**src/rtl/rty_pkg.sv**
```systemverilog
// Shared types and default sizing for the retry grant scheduler and the retry engine.
package rty_pkg;

  localparam int DEF_QOS_CLASS   = 4;
  localparam int DEF_SRC_NODE_W  = 2;
  localparam int DEF_Q_DEPTH     = 4;
  localparam int DEF_MAX_INFLY   = 4;
  localparam int DEF_AGE_LIMIT   = 15;
  localparam int DEF_TIMEOUT_CYC = 100;

  typedef logic [$clog2(DEF_QOS_CLASS)-1:0] qos_t;
  typedef logic [DEF_SRC_NODE_W-1:0]        src_t;

endpackage

```
**src/rtl/rty_src_fifo.sv**
```systemverilog
// Single-class FIFO of parked source IDs; pointers carry one wrap bit for full/empty.
module rty_src_fifo
  import rty_pkg::*;
#(
  parameter int DEPTH = DEF_Q_DEPTH,
  parameter int WIDTH = $bits(src_t)
) (
  input  logic             clk,
  input  logic             rst_n,
  input  logic             push,
  input  logic [WIDTH-1:0] wdata,
  input  logic             pop,
  output logic [WIDTH-1:0] rdata,
  output logic             full,
  output logic             empty
);

  localparam int AW = $clog2(DEPTH);

  logic [WIDTH-1:0] mem [DEPTH];
  logic [AW:0]      wr_ptr;
  logic [AW:0]      rd_ptr;

  always_ff @(posedge clk or negedge rst_n) begin
    if (!rst_n) begin
      wr_ptr <= '0;
      rd_ptr <= '0;
    end else begin
      if (push) wr_ptr <= wr_ptr + 1'b1;
      if (pop)  rd_ptr <= rd_ptr + 1'b1;
    end
  end

  // NOTE: storage is not reset; the pointers alone decide which entries are valid.
  always_ff @(posedge clk) begin
    if (push) mem[wr_ptr[AW-1:0]] <= wdata;
  end

  assign rdata = mem[rd_ptr[AW-1:0]];
  assign empty = (wr_ptr == rd_ptr);
  assign full  = (wr_ptr[AW] != rd_ptr[AW]) && (wr_ptr[AW-1:0] == rd_ptr[AW-1:0]);

endmodule

```
**src/rtl/rty_grant_sched.sv**
```systemverilog
// Retry grant scheduler: per-class parking queues, aged strict-priority arbitration,
// in-flight accounting and per-class watchdog reclaim.
module rty_grant_sched
  import rty_pkg::*;
#(
  parameter int QOS_CLASS   = DEF_QOS_CLASS,
  parameter int SRC_NODE_W  = DEF_SRC_NODE_W,
  parameter int Q_DEPTH     = DEF_Q_DEPTH,
  parameter int MAX_INFLY   = DEF_MAX_INFLY,
  parameter int AGE_LIMIT   = DEF_AGE_LIMIT,
  parameter int TIMEOUT_CYC = DEF_TIMEOUT_CYC
) (
  input  logic                                       clk,
  input  logic                                       rst_n,
  input  logic                                       enq_vld,
  output logic                                       enq_rdy,
  input  logic [$clog2(QOS_CLASS)-1:0]               enq_qos,
  input  logic [SRC_NODE_W-1:0]                      enq_src,
  input  logic [QOS_CLASS-1:0]                       cls_free,
  output logic                                       grant_vld,
  input  logic                                       grant_rdy,
  output logic [$clog2(QOS_CLASS)-1:0]               grant_qos,
  output logic [SRC_NODE_W-1:0]                      grant_des_id,
  input  logic                                       ret_vld,
  input  logic [$clog2(QOS_CLASS)-1:0]               ret_qos,
  output logic [QOS_CLASS*($clog2(MAX_INFLY)+1)-1:0] infly_cnt,
  output logic                                       tmo_pulse,
  output logic [$clog2(QOS_CLASS)-1:0]               tmo_qos,
  output logic                                       ret_err
);

  localparam int QW = $clog2(QOS_CLASS);
  localparam int CW = $clog2(MAX_INFLY) + 1;
  localparam int AW = $clog2(AGE_LIMIT + 1);
  localparam int WW = $clog2(TIMEOUT_CYC);

  logic [QOS_CLASS-1:0]  q_full, q_empty, q_push, q_pop;
  logic [QOS_CLASS-1:0]  elig, aged, ret_hit, expire, inf_dec, tmo_fire;
  logic [SRC_NODE_W-1:0] q_head [QOS_CLASS];
  logic [CW-1:0]         infly  [QOS_CLASS];
  logic [AW-1:0]         age    [QOS_CLASS];
  logic [WW-1:0]         wd     [QOS_CLASS];
  logic                  load_open, any_elig, tmo_any;
  logic [QW-1:0]         win, tmo_cls;

  assign load_open = !grant_vld || grant_rdy;
  assign enq_rdy   = !q_full[enq_qos];

  for (genvar g = 0; g < QOS_CLASS; g++) begin : g_cls
    rty_src_fifo #(.DEPTH(Q_DEPTH), .WIDTH(SRC_NODE_W)) u_fifo (
      .clk   (clk),
      .rst_n (rst_n),
      .push  (q_push[g]),
      .wdata (enq_src),
      .pop   (q_pop[g]),
      .rdata (q_head[g]),
      .full  (q_full[g]),
      .empty (q_empty[g])
    );

    assign q_push[g]   = enq_vld && enq_rdy && (enq_qos == QW'(g));
    assign elig[g]     = !q_empty[g] && cls_free[g] && (infly[g] < CW'(MAX_INFLY));
    assign aged[g]     = elig[g] && (age[g] == AW'(AGE_LIMIT));
    assign q_pop[g]    = load_open && any_elig && (win == QW'(g));
    assign ret_hit[g]  = ret_vld && (ret_qos == QW'(g));
    // A return landing in the expiry cycle pre-empts the reclaim.
    assign expire[g]   = (wd[g] == WW'(TIMEOUT_CYC - 1)) && !ret_hit[g];
    assign tmo_fire[g] = tmo_any && (tmo_cls == QW'(g));
    assign inf_dec[g]  = (ret_hit[g] && (infly[g] != '0)) || tmo_fire[g];
    assign infly_cnt[g*CW +: CW] = infly[g];
  end

  // NOTE: every output gets a default first so no path leaves it unassigned (no latch).
  always_comb begin
    any_elig = |elig;
    win      = '0;
    tmo_any  = 1'b0;
    tmo_cls  = '0;
    // Ascending scans let the highest matching index overwrite; aged classes override.
    for (int i = 0; i < QOS_CLASS; i++) if (elig[i]) win = QW'(i);
    if (|aged) begin
      for (int i = 0; i < QOS_CLASS; i++) if (aged[i]) win = QW'(i);
    end
    for (int i = QOS_CLASS - 1; i >= 0; i--) begin
      if (expire[i]) begin
        tmo_any = 1'b1;
        tmo_cls = QW'(i);
      end
    end
  end

  // NOTE: non-blocking assignments so every register samples pre-edge values.
  always_ff @(posedge clk or negedge rst_n) begin
    if (!rst_n) begin
      grant_vld    <= 1'b0;
      grant_qos    <= '0;
      grant_des_id <= '0;
      tmo_pulse    <= 1'b0;
      tmo_qos      <= '0;
      ret_err      <= 1'b0;
      for (int i = 0; i < QOS_CLASS; i++) begin
        infly[i] <= '0;
        age[i]   <= '0;
        wd[i]    <= '0;
      end
    end else begin
      if (load_open) begin
        grant_vld <= any_elig;
        if (any_elig) begin
          grant_qos    <= win;
          grant_des_id <= q_head[win];
        end
      end
      tmo_pulse <= tmo_any;
      tmo_qos   <= tmo_cls;
      ret_err   <= ret_vld && (infly[ret_qos] == '0);

      for (int i = 0; i < QOS_CLASS; i++) begin
        if (load_open) begin
          if (!elig[i] || q_pop[i])                age[i] <= '0;
          else if (age[i] != AW'(AGE_LIMIT))       age[i] <= age[i] + 1'b1;
        end

        case ({q_pop[i], inf_dec[i]})
          2'b10:   infly[i] <= infly[i] + 1'b1;
          2'b01:   infly[i] <= infly[i] - 1'b1;
          default: infly[i] <= infly[i];
        endcase

        // An expired class that lost the report slot holds at the limit and fires later.
        if ((infly[i] == '0) || ret_hit[i] || q_pop[i] || tmo_fire[i]) wd[i] <= '0;
        else if (!expire[i])                                            wd[i] <= wd[i] + 1'b1;
      end
    end
  end

endmodule

```
**config.mk**
```make
export PLATFORM = sky130hd
export DESIGN_NAME = rty_grant_sched
export DESIGN_NICKNAME = d
export VERILOG_FILES = /design/src/rtl/rty_pkg.sv /design/src/rtl/rty_src_fifo.sv /design/src/rtl/rty_grant_sched.sv
export SDC_FILE = /design/constraint.sdc
export NUM_CORES = 1
export LEC_CHECK = 0
export CORE_ASPECT_RATIO = 1.1
export CORE_MARGIN = 2
export CORE_UTILIZATION = 37
export CTS_CLUSTER_DIAMETER = 30
export DETAILED_ROUTE_END_ITERATION = 10
export PLACE_DENSITY = 0.61
export SLEW_MARGIN = 10
export SYNTH_ARGS = -nofsm -noshare
export SYNTH_HDL_FRONTEND = slang
export SYNTH_SLANG_ARGS = --single-unit
```
**constraint.sdc**
```tcl
create_clock -name clk -period 3.6 [get_ports clk]
set_input_delay 0.72 -clock clk [delete_from_list [all_inputs] [get_ports clk]]
set_output_delay 0.72 -clock clk [all_outputs]
set_load 0.05 [all_outputs]
```
==> Yosys cells after proc, flatten, opt, wreduce, memory -nomap -nowiden <==
Memories as Yosys holds them, arrays and structs flattened.
Cells that the tools add are included.
{ "totals": {"mem_bits_rw": 32, "memories": 4, "wordCells": 269, "regBits": 89} }
{ "classes": {"mux": 52, "eq_ne": 48, "reduce_logical": 106, "magnitude_cmp": 7, "n_addsub": 24, "bitwise": 2} }
{ "memory_table": {"columns": ["name", "words", "width", "read_ports", "rd_clocked_by_memory_dff", "wr", "line", "source"], "rows": [
  ["g_cls[0].u_fifo.mem", 4, 2, 1, 0, 1, "rty_src_fifo.sv:20", "logic [WIDTH-1:0] mem [DEPTH];"],
  ["g_cls[1].u_fifo.mem", 4, 2, 1, 0, 1, "rty_src_fifo.sv:20", null],
  ["g_cls[2].u_fifo.mem", 4, 2, 1, 0, 1, "rty_src_fifo.sv:20", null],
  ["g_cls[3].u_fifo.mem", 4, 2, 1, 0, 1, "rty_src_fifo.sv:20", null]
]} }
{ "ops": {"columns": ["cell", "n"], "rows": [
  ["$mux W7", 8],
  ["$logic_and A1 B1 Y1", 43],
  ["$add A3 B1 Y3 const B", 12],
  ["$mux W4", 8],
  ["$add A7 B1 Y7 const B", 4],
  ["$eq A7 B7 Y1 const B", 4],
  ["$mux W2", 13],
  ["$eq A2 B2 Y1 const B", 12],
  ["$pmux W3 S2", 4],
  ["$logic_or A1 B1 Y1", 21],
  ["$add A4 B1 Y4 const B", 4],
  ["$eq A2 B1 Y1 const B", 8],
  ["$eq A4 B4 Y1 const B", 4],
  ["$ne A4 B4 Y1 const B", 4],
  ["$reduce_bool A2 Y1", 8],
  ["$logic_not A3 Y1", 5],
  ["$logic_not A1 Y1", 14],
  ["$mux W1", 14],
  ["$eq A3 B3 Y1", 4],
  ["$lt A3 B3 Y1 const B", 4],
  ["$reduce_bool A3 Y1", 4],
  ["$sub A3 B1 Y3 const B", 4],
  ["$reduce_and A2 Y1", 5],
  ["$eq A2 B2 Y1", 4],
  ["other kinds (11)", 24]
]} }

==> Longest topological paths before layout <==
Gate-level depths: netlist of run 1.
{ "depth": {"ltp_word": 17, "depth_mapped": 14, "ltp_nobuf": 13} }

==> Modules after synthesis <==
From an unflattened synthesis of run 1, not the netlist that was laid out.
{ "unflattened": {"cells_unflattened": 536, "area_unflattened_um2": 6219.7} }
{ "modules_own_cells": {"columns": ["mod", "area_each_um2", "n_inst", "cells_per_inst"], "rows": [
  ["rty_grant_sched", 3677.3, 1, 376],
  ["rty_src_fifo", 635.6, 4, 40]
]} }

==> Worst setup path after synthesis of run 1 <==
No wires, ideal clock.
{ "synth_path": {"kind": "in2reg", "from": "input port cls_free[0]", "to": "register infly (netlist bit infly_cnt[11])", "path_stages": 13, "slack_ns": 0.598, "path_buffers": 1, "t_arrival_ns": 2.921, "cell_sequence": "nor2b_1 -> o31ai_4 -> o32ai_2 -> a211o_1 -> buf_4 -> nor2_1 -> inv_1 -> ha_1 -> inv_1 -> fa_1 -> xor2_1 -> nor2_1 -> xnor2_1"} }
{ "synth_via": {"elab_chain_len": 12, "elab_cells_between_ends": 17} }
{ "synth_lines": {"columns": ["element", "line", "source"], "rows": [
  ["start: declaration", "rty_grant_sched.sv:19", "input logic [QOS_CLASS-1:0] cls_free,"],
  ["$logic_and A1 B1 Y1 * (2 in series)", "rty_grant_sched.sv:62", "assign elig[g] = !q_empty[g] && cls_free[g] && (infly[g] < CW'(MAX_INFLY));"],
  ["$logic_and A1 B1 Y1", "rty_grant_sched.sv:63", "assign aged[g] = elig[g] && (age[g] == AW'(AGE_LIMIT));"],
  ["$mux W2 (4 in series)", "rty_grant_sched.sv:82", "for (int i = 0; i < QOS_CLASS; i++) if (aged[i]) win = QW'(i);"],
  ["$mux W2", "rty_grant_sched.sv:81", "if (|aged) begin"],
  ["$eq A2 B2 Y1", "rty_grant_sched.sv:64", "assign q_pop[g] = load_open && any_elig && (win == QW'(g));"],
  ["$logic_and A1 B1 Y1 *", "rty_grant_sched.sv:64", null],
  ["$eq A2 B1 Y1 or $eq A2 B2 Y1 (tied branches)", "rty_grant_sched.sv:124", "case ({q_pop[i], inf_dec[i]})"],
  ["$pmux W3 S2 or $reduce_bool A2 Y1 (tied branches)", null, null],
  ["end signal: indexed assignment", "rty_grant_sched.sv:125", "2'b10: infly[i] <= infly[i] + 1'b1;"],
  ["end signal: indexed assignment", "rty_grant_sched.sv:126", "2'b01: infly[i] <= infly[i] - 1'b1;"],
  ["end signal: indexed assignment", "rty_grant_sched.sv:127", "default: infly[i] <= infly[i];"],
  ["end: declaration", "rty_grant_sched.sv:40", "logic [CW-1:0] infly [QOS_CLASS];"]
]} }
Mark *: on every way between the ends. The rest lies on a longest branch, timed or not.
A chain may end at the register's enable or synchronous reset.

==> Final worst setup path of run 1 <==
{ "layout_path": {"from": "register g_cls[0].u_fifo.rd_ptr[0]", "to": "output port enq_rdy"} }
{ "layout_via": {"elab_chain_len": 5} }
{ "layout_lines": {"columns": ["element", "line", "source"], "rows": [
  ["start: declaration", "rty_src_fifo.sv:22", "logic [AW:0] rd_ptr;"],
  ["start signal: assignment", "rty_src_fifo.sv:30", "if (pop) rd_ptr <= rd_ptr + 1'b1;"],
  ["$eq A2 B2 Y1", "rty_src_fifo.sv:41", "assign full = (wr_ptr[AW] != rd_ptr[AW]) && (wr_ptr[AW-1:0] == rd_ptr[AW-1:0]);"],
  ["$logic_and A1 B1 Y1", "rty_src_fifo.sv:41", null],
  ["$bmux W1 S2", "rty_grant_sched.sv:47", "assign enq_rdy = !q_full[enq_qos];"],
  ["$mux W1 (not written as such)", "rty_grant_sched.sv:47", null],
  ["$logic_not A1 Y1", "rty_grant_sched.sv:47", null],
  ["end: declaration", "rty_grant_sched.sv:16", "output logic enq_rdy,"]
]} }
Every way passes these cells. The select of a mux whose other input is x is not followed.

==> impl_metrics.csv, run 1 <==
group,metric,value,unit
place,hpwl,10200,µm
layout,fillers,1559,
floorplan,rows,50,
detailed_routing,wl,13700,µm
clock_tree,cts.sinks,121,
layout,area_growth,21.9,%
layout,insertedDiodeCount,0,
synthesis,synth.distinct_cells,70,
synthesis,ys_ff_latch,121,
min_path,hold_path.class,"in2async",
floorplan,initial_core_util,0.376,
detailed_routing,vias,4414,
worst_setup_path,crit_arrival,2.59,ns
flow_run,max_cap_violations,0,
timing,tns,0,ns
timing,fmax,302,MHz
worst_setup_path,path_max_fanout,5,
worst_setup_path,startpoint_type,"register",
power_and_ir_drop,cellPowerDensity,878,nW/µm²
timing,fin_crit,3.31,ns
layout,layout.nets,671,
detailed_routing,drt_pass1_iterations,4,
power_and_ir_drop,p_leak,3.36,nW
worst_setup_path,worstSetupStartpoint,"g_cls[0].u_fifo.rd_ptr[0]",
clock_tree,clockRootBuffer,"clkbuf_16",
global_routing,grt_pass1_vias,4637,
place,io_buffers,36,
synthesis,synth_common_cells,"89 x dfrtp_1, 47 x nor2_1, 43 x inv_1",
detailed_routing,wire_per_inst,15.8,µm
clock_tree,cts.clk_slew.worst_paths,0.06,ns
clock_tree,postCtsSetupBuffers,0,
detailed_routing,final_antenna_net_count,0,
worst_setup_path,path_class,"reg2out",
timing,final_max_slew_viol_count,0,
timing,relSlewSlack,0.553,
synthesis,synth_area_leaders,"dfrtp_1 35%, edfxtp_1 15%, ha_1 6.3%, xor2_1 4.9%, xnor2_1 3.1%",
synthesis,ys_async_sr_fraction,0.736,
status,status,"finished, final reports clean",
floorplan,die-width,129,µm
detailed_routing,vias_per_cell,5.09,
clock_tree,cts_hold_buf,0,
synthesis,netlist_instances,552,
synthesis,yosysTopAreaCellShare,0.348,
power_and_ir_drop,ir_drop,596,µV
synthesis,synth_enable_flop_cells,32,
synthesis,syn_area_per_cell,11.6,µm²
synthesis,ys_warn_count,0,
timing,rsz0062_at_grt,"no",
worst_setup_path,r2r-start,"g_cls[2].u_fifo.rd_ptr[0]",
synthesis,synthMostInstantiatedCell,"dfrtp_1",
global_routing,grtUsageTotal,0.162,
detailed_routing,drt_drc_violations_left,0,
worst_setup_path,reg2reg_slack,0.47,ns
clock_tree,cts_buffers,17,
timing,skew,0.00908,ns
global_routing,antenna_found_initial,0,
synthesis,seq_area_frac_synth,0.498,
timing,setup_viol,0,
synthesis,yosysTopAreaCell,"dfrtp_1",
floorplan,die_area,18400,µm²
timing,period_share,0.918,
synthesis,ys.flop_type,"dfrtp_1",
worst_setup_path,end_kind,"output pin",
global_routing,grt_pass1_wl,23100,µm
clock_tree,clkLatencyLatePin,0.42,ns
clock_tree,clockBufferDepth,2,
place,place_congestion,0.832,
timing,hold_viol,0,
synthesis,syn_nets,603,
detailed_routing,drtIter0Drc,240,
synthesis,syn_area,6400,µm²
layout,layout-drive-gt1-share,0.133,
power_and_ir_drop,power.total,6.85,mW
global_routing,overflow,0,
global_routing,grt_max_degree,47,
floorplan,num_io_pins,37,
clock_tree,cts.htree.levels,4,
clock_tree,cts_tree,"done",
timing,worst_pin_slew,0.670,ns
floorplan,die_h,142,µm
floorplan,core,17000,µm²
worst_setup_path,worstPathRequired,2.88,ns
area by class of cell:
class | count | area [µm²] | area share
clock buffer | 24 | 493 | 0.0632
inverter | 43 | 161 | 0.0207
tap | 234 | 293 | 0.0375
multi-input combinational | 375 | 2980 | 0.381
sequential | 121 | 3190 | 0.408
clock inverter | 8 | 140 | 0.0180
timing repair buffer | 62 | 553 | 0.0709
kinds of logic after synthesis:
group / count (synthesis) / synth area share
simple gates: 169 / 0.138
flops: 121 / 0.498
xor+xnor: 60 / 0.0833
buf+inv: 56 / 0.0371
compound gates: 84 / 0.105
mux: 26 / 0.0629
fa+ha+maj: 36 / 0.0750
timing repair:
action                                 in CTS  in global routing
resized for setup                           0                  1
endpoints found under the hold margin       0                  0
setup endpoints to repair                   0                  1
final timing paths:
| path | to | depth (start not counted) |
|---|---|---|
| min reg2reg | wd[21] | 1 |
| min in group clk | wd[21] | 1 |
| max reg2reg | infly_cnt[8] | 13 |
| max | enq_rdy | 5 |
| min | wd[6] | 1 |
| max in group asynchronous | g_cls[3].u_fifo.rd_ptr[1] | 2 |
where the power goes:
group / total (mW) / switching (mW) / internal, mW
Sequential: 2.23 / 0.427 / 1.80
Clock: 1.81 / 0.584 / 1.23
Combinational: 2.81 / 1.68 / 1.13
through the flow:
stage / instance area, µm² / util / cells / worst slack, ns / hold WS (ns)
2_1_floorplan: 6400 / - / 552 / 0.598 / 0.424
3_3_place_gp: 7170 / 0.421 / 835 / 0.156 / 0.440
3_5_place_dp: 7170 / 0.421 / 835 / 0.125 / 0.449
4_1_cts: 7800 / 0.459 / 867 / 0.272 / 0.319
5_1_grt: 7800 / 0.459 / 867 / 0.133 / 0.357
6_report: 7800 / 0.459 / 867 / 0.294 / 0.308
layer usage:
| metal | GRT usage | up-vias | routed length, µm |
|---|---|---|---|
| met5 | 0 | - | 0 |
| met4 | 0.0594 | 0 | 227 |
| met3 | 0.0402 | 18 | 527 |
| met2 | 0.267 | 81 | 6730 |
| met1 | 0.206 | 2216 | 6200 |
| li1 | - | 2099 | - |
worst max-delay path, cell delays in order, from the launching register on:
cell and delay [ns]:
dfrtp_1 0.46, xor2_1 0.25, nor2_1 0.14, nand2_1 0.10, mux4_2 0.50, clkdlybuf4s50_1 0.72
cells in the final DEF (no fill, tap or decap), drive strengths merged, types with 10 or more instances in the layout:
| cell type | n |
|---|---|
| a21oi | 13 |
| and2 | 19 |
| and3 | 15 |
| buf | 27 |
| clkbuf | 24 |
| clkdlybuf4s50 | 35 |
| dfrtp | 89 |
| edfxtp | 32 |
| ha | 32 |
| inv | 43 |
| mux4 | 10 |
| nand2 | 32 |
| nand3 | 20 |
| nor2 | 49 |
| o21ai | 19 |
| xnor2 | 23 |
| xor2 | 37 |
registers in the layout (all words and copies together) (netlist names), 2 cells and up:
name,cells
grant_des_id,2
infly_cnt,12
g_cls.u_fifo.wr_ptr,12
age,16
grant_qos,2
g_cls.u_fifo.rd_ptr,12
g_cls.u_fifo.mem,32
wd,28
tmo_qos,2
(Power assumes the default switching activity.)
==> run 2, diff against run 1 <==
--- a/config.mk
+++ b/config.mk
@@ -14,4 +14,5 @@
 export SLEW_MARGIN = 10
 export SYNTH_ARGS = -nofsm -noshare
 export SYNTH_HDL_FRONTEND = slang
+export SYNTH_HIERARCHICAL = 1
 export SYNTH_SLANG_ARGS = --single-unit
==> constraint.sdc (replaced) <==
create_clock -name clk -period 4.2 [get_ports clk]
set_input_delay 0.84 -clock clk [delete_from_list [all_inputs] [get_ports clk]]
set_output_delay 0.84 -clock clk [all_outputs]
set_load 0.05 [all_outputs]
==> impl_metrics.csv, run 2 <==
group,metric,value,unit
status,status,"finished, final reports clean",
detailed_routing,vias,4077,
synthesis,syn_area_per_cell,11.6,µm²
detailed_routing,met2WireLength,6080,µm
synthesis,ys_async_sr_fraction,0.736,
clock_tree,cts.clk_slew.worst_paths,0.05,ns
floorplan,initial_core_util,0.379,
clock_tree,cts_tree,"done",
worst_setup_path,worstPathRequired,3.36,ns
layout,layout.nets,642,
clock_tree,clockRootBuffer,"clkbuf_16",
power_and_ir_drop,seqPwrFrac,0.359,
timing,worst_pin_slew,0.863,ns
global_routing,grt_pass1_vias,4263,
floorplan,die_h,140,µm
min_path,hold_path.class,"reg2reg",
synthesis,syn_nets,587,
synthesis,syn_area,6220,µm²
layout,layout-drive-gt1-share,0.0977,
detailed_routing,wire_per_inst,15.4,µm
timing,tns,0,ns
timing,final_max_slew_viol_count,0,
timing,period_share,0.860,
power_and_ir_drop,p_leak,3.21,nW
synthesis,synth.distinct_cells,60,
floorplan,num_io_pins,37,
global_routing,overflow,0,
place,place_area,6850,µm²
detailed_routing,drt_pass1_iterations,5,
detailed_routing,dr_wl_met3,428,µm
detailed_routing,drt_drc_violations_left,0,
power_and_ir_drop,power.total,5.28,mW
clock_tree,cts_buffers,17,
place,hpwl,8930,µm
synthesis,yosysTopAreaCell,"dfrtp_1",
power_and_ir_drop,swShare,0.394,
worst_setup_path,crit_arrival,2.77,ns
detailed_routing,wl_met1,5700,µm
detailed_routing,final_antenna_net_count,0,
floorplan,die-width,128,µm
place,place_congestion,0.820,
synthesis,synth_enable_flop_cells,32,
worst_setup_path,end_kind,"output pin",
clock_tree,cts.repair.resized,0,
floorplan,die_area,17900,µm²
timing,rsz0062_at_grt,"no",
timing,layout_setup_ws,0.587,ns
power_and_ir_drop,clockPowerShare,0.245,
detailed_routing,highest_layer,"met4",
power_and_ir_drop,cellPowerDensity,716,nW/µm²
timing,setup_viol,0,
worst_setup_path,path_max_fanout,4,
clock_tree,cts_hold_buf,0,
timing,fin_crit,3.61,ns
synthesis,synthMostInstantiatedCell,"dfrtp_1",
layout,final_common_cell,"dfrtp_1",
layout,insertedDiodeCount,0,
timing,hold_viol,0,
detailed_routing,vias_per_cell,5.05,
synthesis,ys_warn_count,6,
synthesis,ys_ff_latch,121,
clock_tree,clkLatencyLatePin,0.42,ns
layout,layout_common_cells,"89 x dfrtp_1, 44 x nor2_1, 39 x nand2_1",
timing,skew,0.00666,ns
global_routing,grt_pass1_wl,21000,µm
synthesis,ys.flop_type,"dfrtp_1",
clock_tree,postCtsSetupBuffers,0,
detailed_routing,drtIter0Drc,224,
global_routing,antenna_found_initial,0,
detailed_routing,wl,12400,µm
place,io_buffers,36,
worst_setup_path,startpoint_type,"primary input",
global_routing,grt_max_degree,64,
power_and_ir_drop,comb_power_share,0.396,
power_and_ir_drop,internal_power,3.20,mW
timing,relSlewSlack,0.417,
synthesis,yosysTopAreaCellShare,0.358,
clock_tree,clockBufferDepth,2,
clock_tree,cts.sinks,121,
layout,area_growth,18.5,%
power_and_ir_drop,power_switching,2.08,mW
layout,largest_reg_flops,32,
worst_setup_path,path_class,"in2out",
clock_tree,cts.htree.levels,4,
synthesis,netlist_instances,536,
place,post-place-ws,0.387,ns
floorplan,core,16400,µm²
power_and_ir_drop,ir_drop,405,µV
layout,design_area,7370,µm²
global_routing,grtUsageTotal,0.151,
layout,fin_util,0.449,
floorplan,rows,49,
timing,fmax,277,MHz
flow_run,max_cap_violations,0,
synthesis,synth_area_leaders,"dfrtp_1 36%, edfxtp_1 15%, ha_1 6.4%, xor2_1 5.1%, mux4_1 3.4%",
synthesis,seq_area_frac_synth,0.513,
synthesis,synth_common_cells,"89 x dfrtp_1, 44 x nor2_1, 39 x nand2_1",
## run 2: kinds of logic (layout without fill, tap and decap cells)
family | Yosys count | in the layout | synth area share
flip-flops | 121 | 121 | 0.513
multiplexers | 25 | 25 | 0.0668
adder cells (fa/ha/maj) | 36 | 36 | 0.0772
AND/OR/NAND/NOR | 192 | 192 | 0.166
AO/OA/AOI/OAI | 64 | 64 | 0.0688
buffers and inverters | 38 | 106 | 0.0243
XOR/XNOR | 60 | 60 | 0.0845
## run 2: layout make-up
| type | count | area [µm²] |
|---|---|---|
| fillers | 1513 | 9060 |
| flip-flops and latches | 121 | 3190 |
| multi-input cells | 377 | 2880 |
| clock buffers | 21 | 440 |
| repair buffers | 43 | 410 |
| well taps | 204 | 255 |
| inverters | 31 | 116 |
| clock inverters | 11 | 81.3 |
## run 2: critical path, cell delays in order
cell and delay (ns):
clkdlybuf4s50_1 0.54, mux4_2 0.53, inv_1 0.07, clkdlybuf4s50_1 0.79
## run 2: through the flow
stage,hold slack (ns),instances
4_1_cts,0.456,808
5_1_grt,0.494,808
2_1_floorplan,0.425,536
6_report,0.453,808
3_5_place_dp,0.449,776
3_3_place_gp,0.438,776
## run 2: routing by layer
layer  vias up  global-route usage
li1       1999                   -
met4         0              0.0567
met1      1987               0.194
met3        22              0.0439
met5         -                   0
met2        69               0.242
## run 2: final timing paths
check | start | endpoint | slack [ns] | depth (start not counted)
worst min register to register | wd[21] | wd[21] | 0.45 | 1
max in group asynchronous | rst_n | infly_cnt[8] | 2.81 | 2
min in group asynchronous | rst_n | g_cls[0].u_fifo/wr_ptr[0] | 0.52 | 1
worst max-delay path | enq_qos[0] | enq_rdy | 0.59 | 4
worst min-delay path | wd[21] | wd[21] | 0.45 | 1
worst max register to register | g_cls[1].u_fifo/rd_ptr[0] | infly_cnt[8] | 0.90 | 12
## run 2: power by group through the flow
stage	logic [mW]	clock network (mW)	registers, mW
after floorplan	1.26	0	2.11
after global placement	2.04	0	1.90
after detailed placement	2.10	0	1.91
after CTS	2.12	1.33	1.90
after global routing	2.32	1.39	1.95
final	2.09	1.29	1.90
==> run 3, diff against run 2 <==
--- a/config.mk
+++ b/config.mk
@@ -5,6 +5,7 @@
 export SDC_FILE = /design/constraint.sdc
 export NUM_CORES = 1
 export LEC_CHECK = 0
+export ABC_AREA = 1
 export CORE_ASPECT_RATIO = 1.1
 export CORE_MARGIN = 2
 export CORE_UTILIZATION = 37
==> impl_metrics.csv, run 3 <==
group,metric,value,unit
status,status,"finished, final reports clean",
synthesis,seq_area_frac_synth,0.494,
clock_tree,cts.htree.levels,4,
floorplan,core,17100,µm²
layout,largest_reg_flops,32,
flow_run,max_cap_violations,0,
worst_setup_path,crit_slowest_cell,"clkdlybuf4s50_1",
detailed_routing,drt_pass1_iterations,4,
place,io_buffers,36,
global_routing,grt_pass1_vias,4433,
min_path,hold_path.class,"reg2reg",
floorplan,die-width,130,µm
global_routing,grt_pass1_wl,20700,µm
global_routing,overflow,0,
detailed_routing,met2WireLength,5520,µm
layout,multi_input_area,2770,µm²
worst_setup_path,crit_arrival,2.67,ns
clock_tree,clockBufferDepth,2,
power_and_ir_drop,swShare,0.415,
worst_setup_path,r2r-start,"g_cls[1].u_fifo/rd_ptr[0]",
power_and_ir_drop,power_switching,2.24,mW
timing,final_max_slew_viol_count,0,
layout,final_common_cell,"nand2_1",
global_routing,grtUsageTotal,0.144,
clock_tree,cts_tree,"done",
worst_setup_path,path_class,"in2out",
clock_tree,cts_buffers,17,
detailed_routing,vias_per_cell,4.41,
detailed_routing,wl_met1,5780,µm
min_path,holdPathEnd,"wd[21]",
layout,layout-drive-gt1-share,0.0894,
detailed_routing,vias,4435,
clock_tree,postCtsSetupBuffers,0,
detailed_routing,dr_wl_met3,374,µm
layout,fillers,1639,
clock_tree,cts.clk_slew.worst_paths,0.06,ns
synthesis,ys_ff_latch,121,
clock_tree,clockRootBuffer,"clkbuf_16",
worst_setup_path,timing.rr.end,"infly_cnt[7]",
layout,fin_util,0.447,
timing,hold_viol,0,
floorplan,die_h,142,µm
layout,layout.nets,810,
synthesis,synth_area_leaders,"dfrtp_1 35%, edfxtp_1 15%, nand2_1 9.8%, inv_1 6.6%, ha_1 6.2%",
synthesis,synthMostInstantiatedCell,"nand2_1",
power_and_ir_drop,cellPowerDensity,708,nW/µm²
timing,period_share,0.835,
timing,rsz0062_at_grt,"no",
timing,fmax,285,MHz
synthesis,synth_common_cells,"169 x nand2_1, 113 x inv_1, 89 x dfrtp_1",
detailed_routing,drtIter0Drc,258,
detailed_routing,wire_per_inst,11.8,µm
timing,hold_ws,0.476,ns
synthesis,yosysTopAreaCellShare,0.345,
synthesis,syn_area_per_cell,9.15,µm²
layout,layout_common_cells,"169 x nand2_1, 113 x inv_1, 89 x dfrtp_1",
global_routing,antenna_found_initial,0,
place,hpwl,8710,µm
power_and_ir_drop,clockPowerShare,0.252,
floorplan,die_area,18500,µm²
power_and_ir_drop,seqPwrFrac,0.350,
timing,setup_viol,0,
synthesis,ys.flop_type,"dfrtp_1",
synthesis,synth_enable_flop_cells,32,
detailed_routing,drt_drc_violations_left,0,
clock_tree,cts_hold_buf,0,
worst_setup_path,worstPathRequired,3.36,ns
power_and_ir_drop,p_leak,3.67,nW
worst_setup_path,end_kind,"output pin",
synthesis,yosysTopAreaCell,"dfrtp_1",
worst_setup_path,critPathBufInv,3,
layout,area_growth,18.3,%
place,place_congestion,0.806,
min_path,hold-path-cell-count,1,
worst_setup_path,startpoint_type,"primary input",
timing,skew,0.00795,ns
timing,relSlewSlack,0.374,
global_routing,grt_max_degree,73,
worst_setup_path,max_stage_delay,0.84,ns
timing,tns,0,ns
synthesis,synth.distinct_cells,38,
worst_setup_path,crit_chain,"clkdlybuf4s50_1, inv_1, nand2_1, nand2_1, a21oi_1, clkdlybuf4s50_1",
detailed_routing,highest_layer,"met4",
power_and_ir_drop,ir_drop,334,µV
layout,insertedDiodeCount,0,
min_path,hold_start,"wd[21]",
synthesis,ys_warn_count,6,
timing,fin_crit,3.51,ns
clock_tree,cts.sinks,121,
floorplan,initial_core_util,0.378,
synthesis,syn_area,6450,µm²
clock_tree,cts.repair.resized,0,
clock_tree,clkLatencyLatePin,0.42,ns
detailed_routing,wl,11900,µm
worst_setup_path,path_max_fanout,5,
synthesis,netlist_instances,705,
detailed_routing,final_antenna_net_count,0,
synthesis,ys_async_sr_fraction,0.736,
floorplan,rows,50,
power_and_ir_drop,internal_power,3.16,mW
timing,worst_pin_slew,0.938,ns
layout,seq_area,3190,µm²
worst_setup_path,worstRegToRegCells,18,
worst_setup_path,cp_top_family,"buffers and inverters",
floorplan,num_io_pins,37,
power_and_ir_drop,comb_power_share,0.398,
worst_setup_path,reg2reg_slack,1.04,ns
synthesis,syn_nets,756,
run 3: changes by cell type in the layout (fill, tap and decap cells not counted), moves of 7 or more:
cell,before,now
xor2_1,36,29
mux2_2,8,0
nand2_1,39,169
mux4_1,8,0
inv_1,31,113
and3_1,11,3
nand2_2,0,7
nor2_1,44,58
o211ai_1,4,15
nand3_1,21,28
o21ai_0,16,27
a21oi_1,20,11
and2_1,17,0
run 3: how the worst max path moves through the flow:
stage	slack (ns)	cells after the start	startpoint	to
detailed placement	0.59	13	ret_qos[0]	infly_cnt[11]
global placement	0.70	13	ret_qos[0]	infly_cnt[11]
finish	0.69	6	enq_qos[0]	enq_rdy
CTS	0.70	6	enq_qos[0]	enq_rdy
floorplan	1.17	7	enq_qos[1]	g_cls[2].u_fifo/mem[3][0]
global route	0.59	6	enq_qos[0]	enq_rdy
run 3: kinds of logic (layout without fill, tap and decap cells):
kind of cell / Yosys count / in the layout / synth area share
fa+ha+maj: 36 / 36 / 0.0745
simple gates: 308 / 308 / 0.220
xor+xnor: 56 / 56 / 0.0760
compound gates: 61 / 61 / 0.0568
mux: 1 / 1 / 0.00155
flops: 121 / 121 / 0.494
buf+inv: 122 / 189 / 0.0768
run 3: power by group through the flow:
stage,logic [mW],clock network [mW],registers [mW]
floorplan,1.42,0,2.09
global placement,2.16,0,1.91
global route,2.45,1.44,1.95
finish,2.15,1.36,1.89
detailed placement,2.19,0,1.92
CTS,2.19,1.39,1.90
run 3: stage by stage:
stage               worst slack (ns)  area [µm²]  power [mW]  instances
finish                         0.695        7630        5.40       1006
global placement               0.698        7080        4.07        974
detailed placement             0.591        7080        4.10        974
floorplan                       1.17        6450        3.51        705
global route                   0.594        7630        5.84       1006
CTS                            0.699        7630        5.48       1006
run 3: area by class of cell:
| class | count | area share |
|---|---|---|
| Multi-Input combinational cell | 462 | 0.363 |
| Inverter | 117 | 0.0575 |
| Timing Repair Buffer | 40 | 0.0508 |
| Clock buffer | 21 | 0.0603 |
| Sequential cell | 121 | 0.418 |
| Tap cell | 234 | 0.0384 |
| Clock inverter | 11 | 0.0126 |
run 3: per-layer routing:
layer  up-vias  track usage
met3        14       0.0357
met2        52        0.230
met4         0       0.0560
met1      2031        0.188
met5         -            0
li1       2338            -
